--- src/rtl/drum_cmd_scheduler.sv ---
// drum_cmd_scheduler: round-robin trigger arbiter, command FIFO and
// issue / ack / gap sequencer feeding the SPI slave.
module drum_cmd_scheduler #(
    parameter int NUM_REQ        = 4,
    parameter int FIFO_DEPTH     = 4,
    parameter int GAP_CYCLES     = 16,
    parameter int TIMEOUT_CYCLES = 65536
) (
    input  logic                 clk,
    input  logic                 rst_n,
    input  logic [NUM_REQ-1:0]   trig_valid,
    input  logic [4*NUM_REQ-1:0] trig_code,
    input  logic                 command_sent,
    output logic                 drum_trigger_valid,
    output logic [3:0]           drum_code,
    output logic                 busy,
    output logic [2:0]           fifo_count,
    output logic [7:0]           drop_count,
    output logic [7:0]           timeout_count
);
    localparam int RW = (NUM_REQ > 1) ? $clog2(NUM_REQ) : 1;
    localparam int PW = (FIFO_DEPTH > 1) ? $clog2(FIFO_DEPTH) : 1;
    localparam int TW = (TIMEOUT_CYCLES > 1) ? $clog2(TIMEOUT_CYCLES) : 1;
    localparam int GW = (GAP_CYCLES > 1) ? $clog2(GAP_CYCLES) : 1;
    localparam int DW = $clog2(NUM_REQ + 1);

    typedef enum logic [1:0] {IDLE, ISSUE, WAIT_ACK, GAP} state_t;

    state_t             state, state_nx;
    logic [NUM_REQ-1:0] pending;
    logic [3:0]         code_q [NUM_REQ];
    logic [RW-1:0]      rr, gnt_idx, idx;
    logic               push, pop, full;
    logic [3:0]         mem [FIFO_DEPTH];
    logic [PW-1:0]      wp, rp;
    logic [TW-1:0]      timer;
    logic [GW-1:0]      gap_cnt;
    logic               gap_last, tout_inc;
    logic [NUM_REQ-1:0] drop_vec;
    logic [DW-1:0]      ndrop;
    logic [8:0]         drop_sum;

    assign drum_trigger_valid = (state == ISSUE);
    assign busy               = (state != IDLE);
    assign gap_last = (GAP_CYCLES <= 1) ||
                      (gap_cnt == GW'(GAP_CYCLES - 1));

    // Round-robin search starting at rr; nothing granted while full.
    always_comb begin
        push    = 1'b0;
        gnt_idx = '0;
        idx     = '0;
        full    = (fifo_count == 3'(FIFO_DEPTH));
        for (int j = 0; j < NUM_REQ; j++) begin
            idx = rr + RW'(j);
            if (!full && !push && pending[idx]) begin
                push    = 1'b1;
                gnt_idx = idx;
            end
        end
    end

    always_comb begin
        drop_vec = '0;
        ndrop    = '0;
        for (int i = 0; i < NUM_REQ; i++) begin
            if (trig_valid[i]) begin
                if (trig_code[4*i+3])
                    drop_vec[i] = 1'b1;
                else if (pending[i] && !(push && gnt_idx == RW'(i)))
                    drop_vec[i] = 1'b1;
            end
            ndrop = ndrop + DW'(drop_vec[i]);
        end
        drop_sum = {1'b0, drop_count} + 9'(ndrop);
    end

    always_comb begin
        state_nx = state;
        pop      = 1'b0;
        tout_inc = 1'b0;
        unique case (state)
            IDLE: begin
                if (fifo_count != 3'd0) begin
                    pop      = 1'b1;
                    state_nx = ISSUE;
                end
            end
            ISSUE: state_nx = WAIT_ACK;
            WAIT_ACK: begin
                if (command_sent || timer == TW'(TIMEOUT_CYCLES - 1)) begin
                    tout_inc = !command_sent;
                    if (GAP_CYCLES == 0)
                        state_nx = IDLE;
                    else
                        state_nx = GAP;
                end
            end
            GAP: begin
                if (gap_last)
                    state_nx = IDLE;
            end
            default: state_nx = IDLE;
        endcase
    end

    always_ff @(posedge clk) begin
        if (!rst_n) begin
            state         <= IDLE;
            pending       <= '0;
            for (int i = 0; i < NUM_REQ; i++)
                code_q[i] <= '0;
            rr            <= '0;
            wp            <= '0;
            rp            <= '0;
            fifo_count    <= '0;
            drum_code     <= '0;
            timer         <= '0;
            gap_cnt       <= '0;
            drop_count    <= '0;
            timeout_count <= '0;
        end else begin
            state      <= state_nx;
            timer      <= (state == WAIT_ACK) ? timer + TW'(1) : '0;
            gap_cnt    <= (state == GAP) ? gap_cnt + GW'(1) : '0;
            fifo_count <= fifo_count + 3'(push) - 3'(pop);
            if (push) begin
                mem[wp] <= code_q[gnt_idx];
                wp      <= wp + PW'(1);
                rr      <= gnt_idx + RW'(1);
            end
            if (pop) begin
                drum_code <= mem[rp];
                rp        <= rp + PW'(1);
            end
            // A fresh valid trigger re-arms even a requester granted now.
            for (int i = 0; i < NUM_REQ; i++) begin
                if (push && gnt_idx == RW'(i))
                    pending[i] <= 1'b0;
                if (trig_valid[i] && !trig_code[4*i+3]) begin
                    pending[i] <= 1'b1;
                    code_q[i]  <= trig_code[4*i +: 4];
                end
            end
            drop_count <= drop_sum[8] ? 8'hFF : drop_sum[7:0];
            if (tout_inc && timeout_count != 8'hFF)
                timeout_count <= timeout_count + 8'd1;
        end
    end
endmodule
--- config.mk ---
export PLATFORM = sky130hd
export DESIGN_NAME = drum_cmd_scheduler
export DESIGN_NICKNAME = d
export VERILOG_FILES = /design/src/rtl/drum_cmd_scheduler.sv
export SDC_FILE = /design/constraint.sdc
export NUM_CORES = 1
export LEC_CHECK = 0
export CAP_MARGIN = 10
export CORE_MARGIN = 4
export CORE_UTILIZATION = 29
export CTS_BUF_LIST = sky130_fd_sc_hd__clkbuf_4 sky130_fd_sc_hd__clkbuf_8 sky130_fd_sc_hd__clkbuf_16
export CTS_CLUSTER_DIAMETER = 40
export DETAILED_ROUTE_END_ITERATION = 16
export PLACE_DENSITY_LB_ADDON = 0.12
export SYNTH_ARGS = -nofsm -noshare
export SYNTH_HDL_FRONTEND = slang
export SYNTH_SLANG_ARGS = --single-unit
export TNS_END_PERCENT = 30
--- constraint.sdc ---
create_clock -name clk -period 4 [get_ports clk]
set_input_delay 0.8 -clock clk [delete_from_list [all_inputs] [get_ports clk]]
set_output_delay 0.8 -clock clk [all_outputs]
set_load 0.1 [all_outputs]
==> run summary, run 1 <==
Status -> finished, final reports clean
Post-Synth Adder-Cell Area -> 0.0698
Die X -> 126 µm
Seq/Total Area, Yosys -> 0.513
Yosys top cell area share -> 0.274
Die area -> 0.0158 mm²
Clk Latency, worst-skew pair -> 0.34 ns
Final critical-path required period -> 3.63 ns
Tot GR Track Use -> 0.107
Most common cell after layout, fill and taps aside -> dfxtp_1
Cell Pwr Density -> 651 mW/mm²
Part of the power in registers -> 0.370
Routed wire length -> 8060 µm
Setup Crit Path Kind -> reg2reg
WL met1 -> 4030 µm
Worst hold-check path type -> reg2reg
Top Metal Used -> met4
Clock skew -> 0.00622 ns
Max Slew Vio Count -> 0
Port buffer count -> 47
Final-report setup violation count -> 0
Post-synthesis cell type count -> 50
Initial antenna violation count -> 0
DR iter-0 viols -> 143
Simple-gate share of the synthesized area -> 0.179
Synth Area in XOR/XNOR -> 0.0523
Core box area -> 0.0134 mm²
Met3 Wirelength -> 326 µm
Routability congestion estimate -> 0.735
Fill cells -> 1377
Synth area leader -> dfxtp_1
# Max-Cap Violations -> 0
Req. time, crit path -> 4.23 ns
Warning count from the yosys run -> 0
RSZ-0062 raised after global routing -> no
RR Endpoint -> drop_count[0]
Placement Rows -> 42
Kind of start point of the critical path -> register
TritonCTS clock tree -> yes
Clock sink count -> 87
First-pass GRT wire length -> 13600 µm
Final ANT Viol Nets -> 0
Comb pwr share -> 0.392
Clock Pin Slew Worst Setup and Hold Paths -> 0.06 ns
Largest family of logic cells by synthesized area -> simple AND/OR/NAND/NOR gates
Switching power -> 1.26 mW
Most common cell on crit path -> fa_1
Met2 Wirelength -> 3600 µm
Buffering stage count on the worst path with inverters included -> 2
Hpwl dp -> 5860 µm
Setup bufs post-CTS -> 0
Die H -> 126 µm
Worst r2r path cells -> 15
Vias -> 2757
EDFF count, synth -> 32
Global route total overflow -> 0
Sw Ratio -> 0.392
Post-cts sizing count -> 0
Vias in the first global route -> 2734
Reg-to-reg startpoint -> pending[1]
Leak Pwr -> 1.88 nW
Initial Util -> 0.300
Slowest Stage Delay on Critical Path -> 0.49 ns
Hold Path End -> gap_cnt[0]
Largest net degree at the start of global routing -> 38
Dominant synthesized flop cell -> dfxtp_1
Compound-Gate Fraction of Synth Area -> 0.0766
Syn Inst Count -> 373
IO Count -> 48
Period utilization -> 0.907
Routed length per placed instance -> 13.3 µm
Worst hold path depth -> 1
Final net count -> 469
Mean Syn Cell Area -> 10.8 µm²
Worst vdd ir -> 0.000450 V
Clock Power Share -> 0.238
H-tree levels -> 3
Most frequent cells in the layout -> dfxtp_1, nor2_1, clkdlybuf4s50_1
# DRC -> 0
Final Hold Fails -> 0
Headroom to the max-slew limit -> 0.314
Crit path max fanout -> 9
Worst-Margin Slew -> 1.03 ns
CP delay by family, top -> adder cells
Post-synthesis register bit count -> 87
Sum Neg Setup Slack -> 0 ns
Worst Path Arrival -> 3.86 ns
Critical Path End Type -> register
Crit path max-delay cell type -> fa_1
Clock buffer depth -> 2
Internal power -> 1.96 mW
Top cells by area, synth -> dfxtp_1, edfxtp_1, ha_1, mux2i_1, nor2_1
Origin of the worst min-delay path -> gap_cnt[0]
Tot Pwr -> 3.22 mW
Post-synthesis mux area share -> 0.0723
Cell Area, Synth -> 0.00402 mm²
Reg2Reg Setup Slack -> 0.37 ns
CP cell instances -> a21boi_1 -> o311a_1 -> o31a_1 -> inv_1 -> ha_1 -> a21oi_1 -> o21ai_0 -> fa_1 -> inv_1 -> fa_1 -> fa_1 -> nand2_1 -> nor2_1 -> and2_1 -> o21a_1
FFs w/ async S/R, synth -> 0
Hold bufs inserted after CTS -> 0
Root Buffer -> clkbuf_16
Fmax -> 0.276 GHz
Area Growth Syn to Fin -> 23.1%
Num CTS Buffers -> 9
DRT Pass-1 Iters -> 4
Vias per inst -> 4.54
ANT cells -> 0
Share of cells above drive strength 1 -> 0.0696
layer usage:
| metal | global-route usage | up-vias |
|---|---|---|
| li1 | - | 1416 |
| met1 | 0.142 | 1277 |
| met2 | 0.163 | 56 |
| met3 | 0.0411 | 8 |
| met4 | 0.0306 | 0 |
| met5 | 0 | - |
kinds of logic (layout without fill, tap and decap cells):
group | after synthesis | count (layout)
AOI/OAI and AO/OA | 46 | 46
xor gates and xnor gates | 24 | 24
adders and majority gates | 20 | 20
buffers and inverters | 30 | 85
DFF | 87 | 87
muxes | 24 | 24
other | 1 | 4
and+or+nand+nor | 141 | 141
registers in the layout, summed over array words and instances, names as in the netlist, 4 cells and up:
signal         count
code_q            16
drop_count         8
drum_code          4
gap_cnt            4
mem               16
pending            4
timeout_count      8
timer             16
final cells by class:
cell class,count,area [µm²],share of cell area
tap,176,220,0.0445
clock buffer,10,233,0.0471
inverter,18,67.6,0.0137
clock inverter,6,37.5,0.00759
multi-input combinational,259,1820,0.368
timing repair buffer,51,500,0.101
sequential,87,2070,0.418
synth_stat cells, types with 2 or more instances:
master / n
nor3b_1: 2
and3_1: 22
xor2_1: 13
and2_1: 2
xnor2_1: 11
a21oi_1: 13
o31a_1: 2
nand2b_1: 6
nor2b_1: 5
and4_1: 2
nand3_1: 15
inv_1: 17
buf_2: 2
or3_1: 4
o21a_1: 4
clkbuf_1: 5
a211oi_1: 2
nor3_1: 3
edfxtp_1: 32
ha_1: 16
nand2_1: 18
dfxtp_1: 55
o21bai_1: 6
nor2_1: 48
mux4_2: 4
buf_6: 2
nor4_1: 4
o211a_1: 2
nand4_1: 6
o21ai_0: 8
mux2i_1: 20
fa_1: 4
stage by stage:
step                setup WS (ns)  hold slack [ns]  cells  instance area, µm²   util
floorplan                  0.0566            0.418    376                4030      -
global placement            0.446            0.437    591                4680  0.349
detailed placement          0.357            0.438    591                4680  0.349
CTS                         0.364            0.447    607                4950  0.369
global route                0.162            0.460    607                4950  0.369
finish                      0.373            0.447    607                4950  0.369
worst register-to-register path: stages (launching register included):
cell and delay [ns]:
dfxtp_1 0.46, a21boi_1 0.20, o311a_1 0.16, o31a_1 0.15, inv_1 0.07, ha_1 0.19, a21oi_1 0.19, o21ai_0 0.14
fa_1 0.49, inv_1 0.05, fa_1 0.45, fa_1 0.43, nand2_1 0.15, nor2_1 0.06, and2_1 0.17, o21a_1 0.16
how the worst max path moves through the flow:
stage	to	start	slack (ns)	cells past startpoint
3_3_place_gp	drop_count[0]	pending[1]	0.45	15
5_1_grt	drop_count[0]	pending[1]	0.16	15
4_1_cts	drop_count[0]	pending[1]	0.36	15
2_1_floorplan	drop_count[0]	fifo_count[2]	0.06	14
6_report	drop_count[0]	pending[1]	0.37	15
3_5_place_dp	drop_count[0]	pending[1]	0.36	15
power by group through the flow:
stage	sequential (mW)	clock, mW	combinational (mW)
3_3_place_gp	1.21	0	1.27
2_1_floorplan	1.48	0	0.712
3_5_place_dp	1.21	0	1.27
6_report	1.19	0.766	1.26
5_1_grt	1.21	0.839	1.38
4_1_cts	1.19	0.802	1.28
Note: power is estimated with default switching activity, not from simulation.
==> run 2: changes to the inputs <==
CORE_UTILIZATION = 61   (was 29)
DONT_BUFFER_PORTS = 1   (was unset)
==> run 2 against run 1 <==
Net effect:
- clock skew grew 0.0058 ns
- die area fell by 50%
- fmax down 1.0%
- worst hold slack improved by 0.0074 ns
- count of clock-buffer cells in the layout unchanged
- clock power fell by 23%
- sequential share of layout area rose by 5.5 points
- largest cell class unchanged
==> run summary, run 2 (synthesis results as in run 1) <==
Initial Util -> 0.629
Vias -> 2695
Clk Latency, worst-skew pair -> 0.35 ns
Worst Path Arrival -> 3.91 ns
Die X -> 89.1 µm
Kind of start point of the critical path -> register
Clock buffer depth -> 2
Final Hold Fails -> 0
Vias in the first global route -> 2663
Worst hold-check path type -> reg2reg
WL met1 -> 3250 µm
ANT cells -> 0
Sequential Area -> 0.00207 mm²
Largest net degree at the start of global routing -> 39
Initial antenna violation count -> 0
Tot GR Track Use -> 0.193
Final ANT Viol Nets -> 0
RSZ-0062 raised after global routing -> no
Area occupied by multi-input gates -> 0.00182 mm²
Setup Crit Path Kind -> reg2reg
Cells after DPL -> 457
Met2 Wirelength -> 3350 µm
Clock Pin Slew Worst Setup and Hold Paths -> 0.09 ns
Setup bufs post-CTS -> 0
Port buffer count -> 0
Tot Pwr -> 2.97 mW
Clock sink count -> 87
Routability congestion estimate -> 0.798
Global route total overflow -> 0
Fmax -> 0.273 GHz
Place WS -> 0.347 ns
# DRC -> 0
DR iter-0 viols -> 101
Top Metal Used -> met4
Sum Neg Setup Slack -> 0 ns
Cell Pwr Density -> 680 mW/mm²
Biggest regs -> code_q x16, mem x16, timer x16
Clock skew -> 0.0120 ns
Most frequent cells in the layout -> dfxtp_1, nor2_1, edfxtp_1
Final net count -> 434
Routed length per placed instance -> 14.9 µm
Fill cells -> 513
DRT Pass-1 Iters -> 4
Hpwl dp -> 5200 µm
Final worst-path setup slack -> 0.335 ns
Period utilization -> 0.916
Headroom to the max-slew limit -> 0.268
TritonCTS clock tree -> yes
Final critical-path required period -> 3.66 ns
Critical Path End Type -> register
Area Growth Syn to Fin -> 8.75%
Leak Pwr -> 1.74 nW
Share of cells above drive strength 1 -> 0.109
Die area -> 0.00795 mm²
Routed wire length -> 7040 µm
Req. time, crit path -> 4.24 ns
Vias per inst -> 5.70
Num CTS Buffers -> 9
Final-report setup violation count -> 0
Placement Rows -> 29
Root Buffer -> clkbuf_8
First-pass GRT wire length -> 11800 µm
Max Slew Vio Count -> 0
Crit path max fanout -> 8
# Max-Cap Violations -> 0
Finished Layout Cells -> 473
Status -> finished, final reports clean
Worst vdd ir -> 0.000451 V
H-tree levels -> 3
IO Count -> 48
Met3 Wirelength -> 379 µm
Hold bufs inserted after CTS -> 0
Core box area -> 0.00639 mm²
Worst-Margin Slew -> 1.10 ns
Post-cts sizing count -> 0
Die H -> 89.1 µm
Most common cell after layout, fill and taps aside -> dfxtp_1
-- run 2: cell count changes in the layout (fill, tap and decap cells not counted) --
| cell | previous run | this run |
|---|---|---|
| clkbuf_8 | 0 | 9 |
| clkbuf_16 | 9 | 1 |
| inv_6 | 0 | 3 |
| clkdlybuf4s50_1 | 47 | 0 |
| clkinv_2 | 2 | 1 |
| clkinvlp_4 | 2 | 1 |
| clkbuf_4 | 1 | 0 |
| buf_4 | 4 | 16 |
| clkinv_1 | 2 | 1 |
-- run 2: layout make-up --
class | count | area share
tap | 77 | 0.0221
multi-input combinational | 259 | 0.417
timing repair buffer | 16 | 0.0275
clock inverter | 6 | 0.0109
inverter | 18 | 0.0155
sequential | 87 | 0.473
clock buffer | 10 | 0.0341
-- run 2: worst paths after layout --
kind         startpoint  slack [ns]  cells after the start            end
min reg2reg  gap_cnt[0]        0.45                      1     gap_cnt[0]
max reg2reg       rr[1]        0.34                     14  drop_count[0]
max               rr[1]        0.34                     14  drop_count[0]
min          gap_cnt[0]        0.45                      1     gap_cnt[0]
-- run 2: per-layer routing --
metal / vias up / global-route usage
li1: 1350 / -
met1: 1289 / 0.247
met2: 52 / 0.313
met3: 4 / 0.0507
met4: 0 / 0.0758
met5: - / 0
-- run 2: worst max-delay path, cell delays in order (launching register included) --
cell and delay [ns]:
dfxtp_1 0.46, nand2b_1 0.14, a21oi_1 0.07, o311a_2 0.39
ha_1 0.18, a21oi_1 0.17, o21ai_0 0.14, fa_1 0.51
inv_1 0.06, fa_1 0.44, fa_1 0.43, nand2_1 0.15
nor2_1 0.08, and2_1 0.17, o21a_1 0.17
-- run 2: power breakdown --
| group | internal, mW | switching (mW) | total (mW) |
|---|---|---|---|
| clock network | 0.270 | 0.322 | 0.592 |
| logic | 0.395 | 0.644 | 1.04 |
| registers | 1.08 | 0.258 | 1.34 |
-- run 2: metrics by stage --
stage	instance area, µm²	hold slack [ns]	util
after detailed placement	4170	0.438	0.653
after global routing	4370	0.477	0.684
final	4370	0.454	0.684
after floorplan	4030	0.418	-
after global placement	4170	0.430	0.653
after CTS	4370	0.455	0.684
==> run 3: changes to the inputs <==
PLACE_DENSITY = 0.77   (was unset)
PLACE_DENSITY_LB_ADDON = unset   (was 0.12)
SETUP_SLACK_MARGIN = 0.2   (was unset)
==> run 3 against run 2 <==
Net effect:
- sequential power hardly changed
- highest routed layer unchanged
- largest power group unchanged
- count of clock-buffer cells in the layout up 4
- final area is 0.57% higher
==> run summary, run 3 (synthesis results as in run 1) <==
Status -> finished, final reports clean
Sequential Area -> 0.00208 mm²
Slowest Stage Delay on Critical Path -> 0.50 ns
Leak Pwr -> 1.75 nW
Initial antenna violation count -> 0
Worst Path Arrival -> 3.81 ns
Worst hold-check path type -> reg2reg
Clock Pin Slew Worst Setup and Hold Paths -> 0.08 ns
Area occupied by multi-input gates -> 0.00183 mm²
Hpwl dp -> 5370 µm
Final-report setup violation count -> 0
Tot Pwr -> 3.02 mW
Vias per inst -> 5.78
Num CTS Buffers -> 9
Final std cell area, no fill -> 0.00439 mm²
Final net count -> 433
Place WS -> 0.363 ns
Fmax -> 0.280 GHz
Cell Pwr Density -> 689 mW/mm²
Routed length per placed instance -> 15.4 µm
Final ANT Viol Nets -> 0
RSZ-0062 raised after global routing -> no
Core box area -> 0.00639 mm²
Port buffer count -> 0
Max Slew Vio Count -> 0
Largest net degree at the start of global routing -> 39
Most common cell after layout, fill and taps aside -> dfxtp_1
First-pass GRT wire length -> 12300 µm
Final critical-path required period -> 3.57 ns
Req. time, crit path -> 4.24 ns
TritonCTS clock tree -> yes
Vias -> 2728
Final Hold Fails -> 0
DR iter-0 viols -> 75
Routed wire length -> 7250 µm
Headroom to the max-slew limit -> 0.267
Clock skew -> 0.00702 ns
Placed inst area -> 0.00417 mm²
ANT cells -> 0
Vias in the first global route -> 2714
Global route total overflow -> 0
Crit path max-delay cell type -> fa_1
# Max-Cap Violations -> 0
Share of cells above drive strength 1 -> 0.116
Die X -> 89.1 µm
Die H -> 89.1 µm
Critical Path End Type -> register
Kind of start point of the critical path -> register
Most frequent cells in the layout -> dfxtp_1, nor2_1, edfxtp_1
IO Count -> 48
Clk Latency, worst-skew pair -> 0.34 ns
Most common cell on crit path -> fa_1
Fill cells -> 487
Initial Util -> 0.629
Crit path max fanout -> 12
Routability congestion estimate -> 0.802
# DRC -> 0
Clock buffer depth -> 2
Clock sink count -> 87
Root Buffer -> clkbuf_8
Final worst-path setup slack -> 0.426 ns
Period utilization -> 0.894
Die area -> 0.00795 mm²
Setup Crit Path Kind -> reg2reg
Setup bufs post-CTS -> 0
Sum Neg Setup Slack -> 0 ns
Placement Rows -> 29
Worst-Margin Slew -> 1.10 ns
DRT Pass-1 Iters -> 4
Biggest regs -> code_q x16, mem x16, timer x16
Tot GR Track Use -> 0.201
H-tree levels -> 3
Worst vdd ir -> 0.000394 V
Area Growth Syn to Fin -> 9.38%
CP cell instances -> inv_1 -> o31ai_2 -> o311a_2 -> buf_4 -> o31a_1 -> o21ai_1 -> fa_1 -> inv_1 -> fa_1 -> fa_1 -> nand2_1 -> nor2_1 -> and2_1 -> o21a_1
run 3: power breakdown:
group | leakage, nW | internal, mW | switching, mW
logic | 0.880 | 0.391 | 0.647
registers | 0.758 | 1.09 | 0.261
clock network | 0.111 | 0.346 | 0.293
total | 1.75 | 1.82 | 1.20
run 3: area by class of cell:
cell class | instances | area share
Clock buffer | 14 | 0.0396
Clock inverter | 2 | 0.00883
Inverter | 18 | 0.0154
Multi-Input combinational cell | 259 | 0.416
Sequential cell | 87 | 0.473
Tap cell | 77 | 0.0219
Timing Repair Buffer | 15 | 0.0256
run 3: metal layers:
metal  global-route usage  vias to the layer above  wire length [µm]
li1                     -                     1343                 -
met1                0.254                     1319              3160
met2                0.332                       56              3550
met3               0.0608                       10               444
met4               0.0650                        0                99
met5                    0                        -                 0
run 3: worst max-delay path: cells and delay by family (launching register included):
kind,cells,cell delay (ns)
compound gates,5,0.89
buf+inv,3,0.38
flops,1,0.42
simple gates,3,0.39
fa+ha+maj,3,1.39
run 3: final timing paths:
path,startpoint,end,slack (ns),cells after the start
max,pending[2],drop_count[0],0.43,14
min,gap_cnt[0],gap_cnt[0],0.45,1
max reg2reg,pending[2],drop_count[0],0.43,14
min reg2reg,gap_cnt[0],gap_cnt[0],0.45,1
run 3: metrics by stage:
stage / std cells / utilization / hold WS, ns
3_5_place_dp: 456 / 0.653 / 0.444
4_1_cts: 472 / 0.687 / 0.458
5_1_grt: 472 / 0.688 / 0.485
2_1_floorplan: 376 / - / 0.418
3_3_place_gp: 456 / 0.653 / 0.429
6_report: 472 / 0.688 / 0.452
run 3: timing repair:
item                       CTS  global route
hold endpoints to repair     0             0
setup endpoints to repair    0             5
hold buffers                 0             0
gates resized for setup      0             4
